## src/rtl/in_spike_buf_ctrl_pkg.sv

```systemverilog
// Shared types and constants for the input spike buffer sequencer.
package in_spike_buf_ctrl_pkg;

  localparam int AXON_CNT_BIT_WIDTH_DEF = 8;
  localparam int LOAD_CYCLES            = 1;
  localparam int READ_LATENCY           = 1;

  typedef enum logic [2:0] {
    IDLE  = 3'd0,
    LOAD  = 3'd1,
    SWEEP = 3'd2,
    SAVE  = 3'd3,
    DONE  = 3'd4
  } state_t;

endpackage

```

## src/rtl/in_spike_buf_ctrl_sweep.sv

```systemverilog
// Address sweep engine: issues axon addresses 0..NUM_AXONS-1 under a ready
// handshake and delays issued reads by the buffer read latency.
module axon_sweep_cnt
  import in_spike_buf_ctrl_pkg::*;
#(
  parameter int NUM_AXONS          = 256,
  parameter int AXON_CNT_BIT_WIDTH = AXON_CNT_BIT_WIDTH_DEF
) (
  input  logic                          clk_i,
  input  logic                          rst_n_i,
  input  logic                          en_i,
  input  logic                          skip_i,
  input  logic                          clr_i,
  input  logic                          rdy_i,
  output logic                          rdEn_o,
  output logic [AXON_CNT_BIT_WIDTH-1:0] addr_o,
  output logic                          finished_o,
  output logic                          spikeVld_o,
  output logic [AXON_CNT_BIT_WIDTH-1:0] addrVld_o
);

  localparam logic [AXON_CNT_BIT_WIDTH-1:0] LAST_ADDR = AXON_CNT_BIT_WIDTH'(NUM_AXONS - 1);

  logic                          finished;
  logic [READ_LATENCY-1:0]       vldPipe;
  logic [AXON_CNT_BIT_WIDTH-1:0] addrPipe [READ_LATENCY];

  assign rdEn_o = en_i & ~skip_i & ~finished & rdy_i;
  // Includes the read issuing the last address so the FSM can leave in the next cycle.
  assign finished_o = finished | skip_i | (rdEn_o & (addr_o == LAST_ADDR));

  // A flag marks completion so the counter never has to wrap when NUM_AXONS fills the width.
  always_ff @(posedge clk_i or negedge rst_n_i) begin
    if (!rst_n_i) begin
      addr_o   <= '0;
      finished <= 1'b0;
    end else if (clr_i) begin
      addr_o   <= '0;
      finished <= 1'b0;
    end else if (rdEn_o) begin
      if (addr_o == LAST_ADDR) finished <= 1'b1;
      else                     addr_o   <= addr_o + 1'b1;
    end
  end

  always_ff @(posedge clk_i or negedge rst_n_i) begin
    if (!rst_n_i) begin
      vldPipe <= '0;
      for (int i = 0; i < READ_LATENCY; i++) addrPipe[i] <= '0;
    end else begin
      vldPipe[0]  <= rdEn_o;
      addrPipe[0] <= addr_o;
      for (int i = 1; i < READ_LATENCY; i++) begin
        vldPipe[i]  <= vldPipe[i-1];
        addrPipe[i] <= addrPipe[i-1];
      end
    end
  end

  assign spikeVld_o = vldPipe[READ_LATENCY-1];
  assign addrVld_o  = addrPipe[READ_LATENCY-1];

endmodule

```

## src/rtl/in_spike_buf_ctrl.sv

```systemverilog
// Per-time-step sequencer: load recall buffer, sweep recall and learning read
// ports, then commit recall spikes into the learning buffer.
module in_spike_buf_ctrl
  import in_spike_buf_ctrl_pkg::*;
#(
  parameter int NUM_AXONS          = 256,
  parameter int AXON_CNT_BIT_WIDTH = AXON_CNT_BIT_WIDTH_DEF
) (
  input  logic                          clk_i,
  input  logic                          rst_n_i,
  input  logic                          tick_i,
  input  logic                          lrnEn_i,
  input  logic                          rclRdy_i,
  input  logic                          lrnRdy_i,
  output logic                          start_o,
  output logic [AXON_CNT_BIT_WIDTH-1:0] RclAxonAddr_o,
  output logic                          rdEn_RclInSpike_o,
  output logic                          rclSpikeVld_o,
  output logic [AXON_CNT_BIT_WIDTH-1:0] rclAddrVld_o,
  output logic                          saveRclSpikes_o,
  output logic [AXON_CNT_BIT_WIDTH-1:0] LrnAxonAddr_o,
  output logic                          rdEn_LrnInSpike_o,
  output logic                          lrnSpikeVld_o,
  output logic [AXON_CNT_BIT_WIDTH-1:0] lrnAddrVld_o,
  output logic                          busy_o,
  output logic                          done_o,
  output logic                          overrun_o,
  output logic [2:0]                    dbgState_o
);

  state_t     state, stateNext;
  logic       lrnAct;
  logic [3:0] loadCnt;
  logic       sweepEn, cntClr, rclFin, lrnFin;

  assign sweepEn    = (state == SWEEP);
  assign cntClr     = (state == DONE);
  assign dbgState_o = state;

  always_ff @(posedge clk_i or negedge rst_n_i) begin
    if (!rst_n_i) begin
      state   <= IDLE;
      lrnAct  <= 1'b0;
      loadCnt <= '0;
    end else begin
      state   <= stateNext;
      if (state == IDLE && tick_i) lrnAct <= lrnEn_i;
      loadCnt <= (state == LOAD) ? loadCnt + 1'b1 : '0;
    end
  end

  always_comb begin
    stateNext = state;
    case (state)
      IDLE:    if (tick_i) stateNext = LOAD;
      LOAD:    if (loadCnt == 4'(LOAD_CYCLES - 1)) stateNext = SWEEP;
      SWEEP:   if (rclFin && lrnFin) stateNext = SAVE;
      SAVE:    stateNext = DONE;
      DONE:    stateNext = IDLE;
      default: stateNext = IDLE;
    endcase
  end

  // Ticks are only accepted in IDLE; any other tick is dropped and flagged.
  always_comb begin
    start_o         = (state == LOAD);
    saveRclSpikes_o = (state == SAVE);
    done_o          = (state == DONE);
    busy_o          = (state != IDLE);
    overrun_o       = tick_i & (state != IDLE);
  end

  // Handshake: a read is issued (rdEn high) exactly in cycles where the engine has an
  // address pending and the consumer's ready is high; the address then advances.
  axon_sweep_cnt #(.NUM_AXONS(NUM_AXONS), .AXON_CNT_BIT_WIDTH(AXON_CNT_BIT_WIDTH)) u_rcl (
    .clk_i      (clk_i),
    .rst_n_i    (rst_n_i),
    .en_i       (sweepEn),
    .skip_i     (1'b0),
    .clr_i      (cntClr),
    .rdy_i      (rclRdy_i),
    .rdEn_o     (rdEn_RclInSpike_o),
    .addr_o     (RclAxonAddr_o),
    .finished_o (rclFin),
    .spikeVld_o (rclSpikeVld_o),
    .addrVld_o  (rclAddrVld_o)
  );

  axon_sweep_cnt #(.NUM_AXONS(NUM_AXONS), .AXON_CNT_BIT_WIDTH(AXON_CNT_BIT_WIDTH)) u_lrn (
    .clk_i      (clk_i),
    .rst_n_i    (rst_n_i),
    .en_i       (sweepEn),
    .skip_i     (~lrnAct),
    .clr_i      (cntClr),
    .rdy_i      (lrnRdy_i),
    .rdEn_o     (rdEn_LrnInSpike_o),
    .addr_o     (LrnAxonAddr_o),
    .finished_o (lrnFin),
    .spikeVld_o (lrnSpikeVld_o),
    .addrVld_o  (lrnAddrVld_o)
  );

endmodule

```

## config.mk

```make
export PLATFORM = sky130hd
export DESIGN_NAME = in_spike_buf_ctrl
export DESIGN_NICKNAME = d
export VERILOG_FILES = /design/src/rtl/in_spike_buf_ctrl_pkg.sv /design/src/rtl/in_spike_buf_ctrl_sweep.sv /design/src/rtl/in_spike_buf_ctrl.sv
export SDC_FILE = /design/constraint.sdc
export NUM_CORES = 1
export LEC_CHECK = 0
export BUFFER_PORTS_ARGS = -buffer_cell sky130_fd_sc_hd__buf_2
export CELL_PAD_IN_SITES_DETAIL_PLACEMENT = 0
export CELL_PAD_IN_SITES_GLOBAL_PLACEMENT = 1
export CORE_MARGIN = 10
export CORE_UTILIZATION = 40
export DETAILED_ROUTE_END_ITERATION = 8
export GPL_TIMING_DRIVEN = 1
export PLACE_DENSITY_LB_ADDON = 0.3
export SLEW_MARGIN = 25
export SYNTH_ARGS = -nofsm -noshare
export SYNTH_HDL_FRONTEND = slang
export SYNTH_SLANG_ARGS = --single-unit
```

## constraint.sdc

```tcl
create_clock -name clk_i -period 2.3 [get_ports clk_i]
set_input_delay 0.46 -clock clk_i [delete_from_list [all_inputs] [get_ports clk_i]]
set_output_delay 0.46 -clock clk_i [all_outputs]
set_load 0.1 [all_outputs]
```

==> summary.md <==
## Status
- complete, no violations — run status

## Clock tree
- 2 — maximum buffer depth of the clock tree
- sky130_fd_sc_hd__clkbuf_8 — CTS Root Buffer Type
- 0 — hold bufs inserted after CTS
- 2 — H-tree levels
- done — CTS tree
- 0.09 ns — Reg clk slew, reported paths
- 0.30 ns — clock network latency to the later pin of the worst-skew pair
- 5 — number of buffers inserted during clock tree synthesis
- 44 — clock sink count

## Global routing
- 27 — maximum number of pins on one net before global-route repair
- 11.7% — GRT Total Usage
- 5.01% — met3 usage in global routing
- 17.6% — met2 layer usage reported by global route
- 14.6% — met1 routing resource usage after global routing
- 7160 µm — global-route wire length before repair
- 0 — antenna violations before repair
- 0 — total global routing overflow
- met2 — routing layer with the top usage in global route
- 1428 — via count of the first global-routing pass

## Drt
- 4300 µm — overall routed net length
- 5.28 — vias per cell
- 0 — final routed DRC violation total
- 71 — Initial DRC Count
- 16.0 µm — final routed wire length divided by cell count
- 0 — remaining antenna violation count
- 1420 — total via count in the routed design
- 4 — iteration count of the initial detailed-routing pass

## Synthesis
- 44 — synth unique cells
- 2.71% — Synth Area in Adders
- sky130_fd_sc_hd__dfrtp_1 — Post-synth top flop
- simple AND/OR/NAND/NOR gates — combinational family with the most area after synthesis
- 44 — number of register bits inferred by synthesis
- 1.42% — xor-xnor portion of the synthesized cell area
- 7.72% — post-synthesis compound-gate area fraction
- 0 — number of enable-type register cells in the synthesized netlist
- 162 — cell count after synthesis
- 59.6% — part of the Yosys area used for sequential elements
- 172 — Post-Synthesis Net Count
- 0 — count of warnings emitted by yosys
- 100% — post-synthesis async set-or-reset flop share
- 1850 µm² — combined area of all synthesized cells
- 3.32% — mux cell area share after synthesis
- 11.4 µm² — Syn Area/Cell
- 22.6% — simple logic cell fraction of the synthesized area

## Run
- 0 — Max Cap Violations

## Finish
- 53.4% — final cell utilization of the core
- 269 — Cell Count, Final, Fillers Out
- 27.6% — area delta synth->final
- 33.2% — share of final-layout standard cells stronger than drive strength 1
- 402 — FILL cells
- 227 — Layout Nets
- 0 — antenna diode instance count

## STA
- 0.0158 ns — Worst Clk Skew
- 0 — final setup violating endpoints
- 96.9% — Period Utilization, post-route
- 0 — number of max-slew violations in the final report
- 449 MHz — maximum clock rate
- no — unrepaired setup endpoints after global routing
- 0.0706 ns — slack of the critical path
- 0 — number of hold violations in the final report
- 0.618 ns — transition time at the pin with the least slew margin
- 0 ns — sum of negative setup slack
- 58.6% — Rel. slew slack
- 2.23 ns — fin crit period

## Floorplan
- 88.0 µm — DIE WIDTH
- 41.9% — Starting Density
- 24 — Placement Rows
- 88.0 µm — Die Y-Extent
- 4410 µm² — placeable core area
- 50 — count of pins on the block boundary
- 7740 µm² — die area

## Critical path
- 1.84 ns — CP required
- dbgState_o[2]$_DFFE_PN0P_ — reg-to-reg critical path startpoint
- 11 — critical path peak fanout
- flip-flop — CP Launch Type
- primary output — CP Capture Type
- u_lrn.addr_o[5]$_DFFE_PN0P_ — endpoint of the lowest-slack register-to-register path
- 0.19 ns — internal reg-to-reg setup slack
- flip-flop to primary output — Setup Crit Path Kind
- 4 — cell count of the worst reg-to-reg path
- 1.77 ns — Critical Path AT

## Placement
- 49 — count of input and output buffers
- 0.778 — routability cong.
- 261 — Placed Cells incl. Taps
- 0.224 ns — pre-CTS WS
- 3120 µm — dpl hpwl

## Min path
- input port to async pin — type of the worst min-delay path

## stage by stage
step           area (µm²)  hold slack (ns)
5_1_grt              2360            0.206
6_report             2360            0.168
4_1_cts              2350            0.190
2_1_floorplan        1900            0.164
3_5_place_dp         2240            0.456
3_3_place_gp         2240            0.439
## Yosys cell counts, types with 3 or more instances
cell type,instances,area (µm²)
sky130_fd_sc_hd__nor4_1,3,18.8
sky130_fd_sc_hd__nor2b_1,3,18.8
sky130_fd_sc_hd__nor3_1,4,20.0
sky130_fd_sc_hd__nand2_1,15,56.3
sky130_fd_sc_hd__nand4_1,5,31.3
sky130_fd_sc_hd__nand3_1,6,30.0
sky130_fd_sc_hd__dfrtp_1,44,1100
sky130_fd_sc_hd__nor2_1,16,60.1
sky130_fd_sc_hd__mux2i_1,5,50.1
sky130_fd_sc_hd__inv_1,5,18.8
sky130_fd_sc_hd__nand3b_1,4,30.0
sky130_fd_sc_hd__o211a_1,3,30.0
sky130_fd_sc_hd__a21oi_1,4,20.0
sky130_fd_sc_hd__o21ai_0,3,15.0
sky130_fd_sc_hd__a211oi_1,4,30.0
sky130_fd_sc_hd__ha_1,4,50.1
## logic make-up (layout without fill, tap and decap cells)
| family | count (synthesis) | count (layout) |
|---|---|---|
| fa+ha+maj | 4 | 4 |
| compound gates | 20 | 20 |
| mux | 6 | 6 |
| xor+xnor | 3 | 3 |
| buf+inv | 10 | 65 |
| flops | 44 | 44 |
| simple gates | 75 | 75 |
## worst max-delay path by stage
| stage | startpoint | endpoint | slack, ns | cells after the start |
|---|---|---|---|---|
| 2_1_floorplan | dbgState_o[2]$_DFFE_PN0P_ | rdEn_RclInSpike_o | -0.09 | 4 |
| 3_3_place_gp | rclRdy_i | rdEn_RclInSpike_o | 0.25 | 4 |
| 3_5_place_dp | dbgState_o[2]$_DFFE_PN0P_ | u_lrn.addr_o[5]$_DFFE_PN0P_ | 0.22 | 4 |
| 4_1_cts | dbgState_o[2]$_DFFE_PN0P_ | rdEn_RclInSpike_o | 0.04 | 3 |
| 5_1_grt | dbgState_o[2]$_DFFE_PN0P_ | rdEn_RclInSpike_o | 0.02 | 3 |
| 6_report | dbgState_o[2]$_DFFE_PN0P_ | overrun_o | 0.07 | 3 |
## placed cells by master, fill, tap and decap left out, types with 3 or more instances in the layout
cell                       synthesis  routed
sky130_fd_sc_hd__inv_1             5       5
sky130_fd_sc_hd__nor2_1           16      14
sky130_fd_sc_hd__clkbuf_8          0       5
sky130_fd_sc_hd__o211a_1           3       3
sky130_fd_sc_hd__o21ai_0           3       3
sky130_fd_sc_hd__mux2i_1           5       5
sky130_fd_sc_hd__nand3_1           6       6
sky130_fd_sc_hd__nand4_1           5       5
sky130_fd_sc_hd__buf_12            0       4
sky130_fd_sc_hd__buf_2             0      46
sky130_fd_sc_hd__nor4_1            3       3
sky130_fd_sc_hd__nand2_1          15      15
sky130_fd_sc_hd__nor2b_1           3       3
sky130_fd_sc_hd__nand3b_1          4       4
sky130_fd_sc_hd__ha_1              4       4
sky130_fd_sc_hd__a21oi_1           4       4
sky130_fd_sc_hd__dfrtp_1          44      41
sky130_fd_sc_hd__nor3_1            4       4
sky130_fd_sc_hd__a211oi_1          4       4
## sequential cells by signal, indices dropped and copies added, names as in the netlist, 3 cells and up
| name | flops |
|---|---|
| u_lrn.addrVld_o | 8 |
| u_rcl.addr_o | 8 |
| dbgState_o | 3 |
| u_lrn.addr_o | 8 |
| loadCnt | 4 |
| u_rcl.addrVld_o | 8 |
## layer usage
metal  wire, µm  part of all wire, %  vias to the layer above
met2       1890                   44                       42
met4         54                  1.3                        0
met3        352                  8.2                        6
met1       2000                   46                      689
li1           -                    -                      683
met5          0                    0                        -
## final cells by class
cell class              count  area (µm²)  share of cell area [%]
clock buffers               6        72.6                    3.08
inverters                   6        22.5                   0.955
multi-input cells         108         732                    31.1
clock inverters             1        30.0                    1.27
repair buffers             52         325                    13.8
flip-flops and latches     44        1110                    47.1
well taps                  52        65.1                    2.76
## worst max-delay path, stage by stage (launching register included)
cell	delay, ns
sky130_fd_sc_hd__dfrtp_4	0.53
sky130_fd_sc_hd__or3_2	0.49
sky130_fd_sc_hd__and2_4	0.16
sky130_fd_sc_hd__buf_2	0.28
## repair_timing
action                     CTS  global route
setup buffers                0             1
pin swaps                    0             1
setup endpoints to repair    1             1
resized for setup            1             0
Power is left out: the tool's default activity adds up to more than one toggle a clock period on the data nets, which glitch-free logic cannot reach.
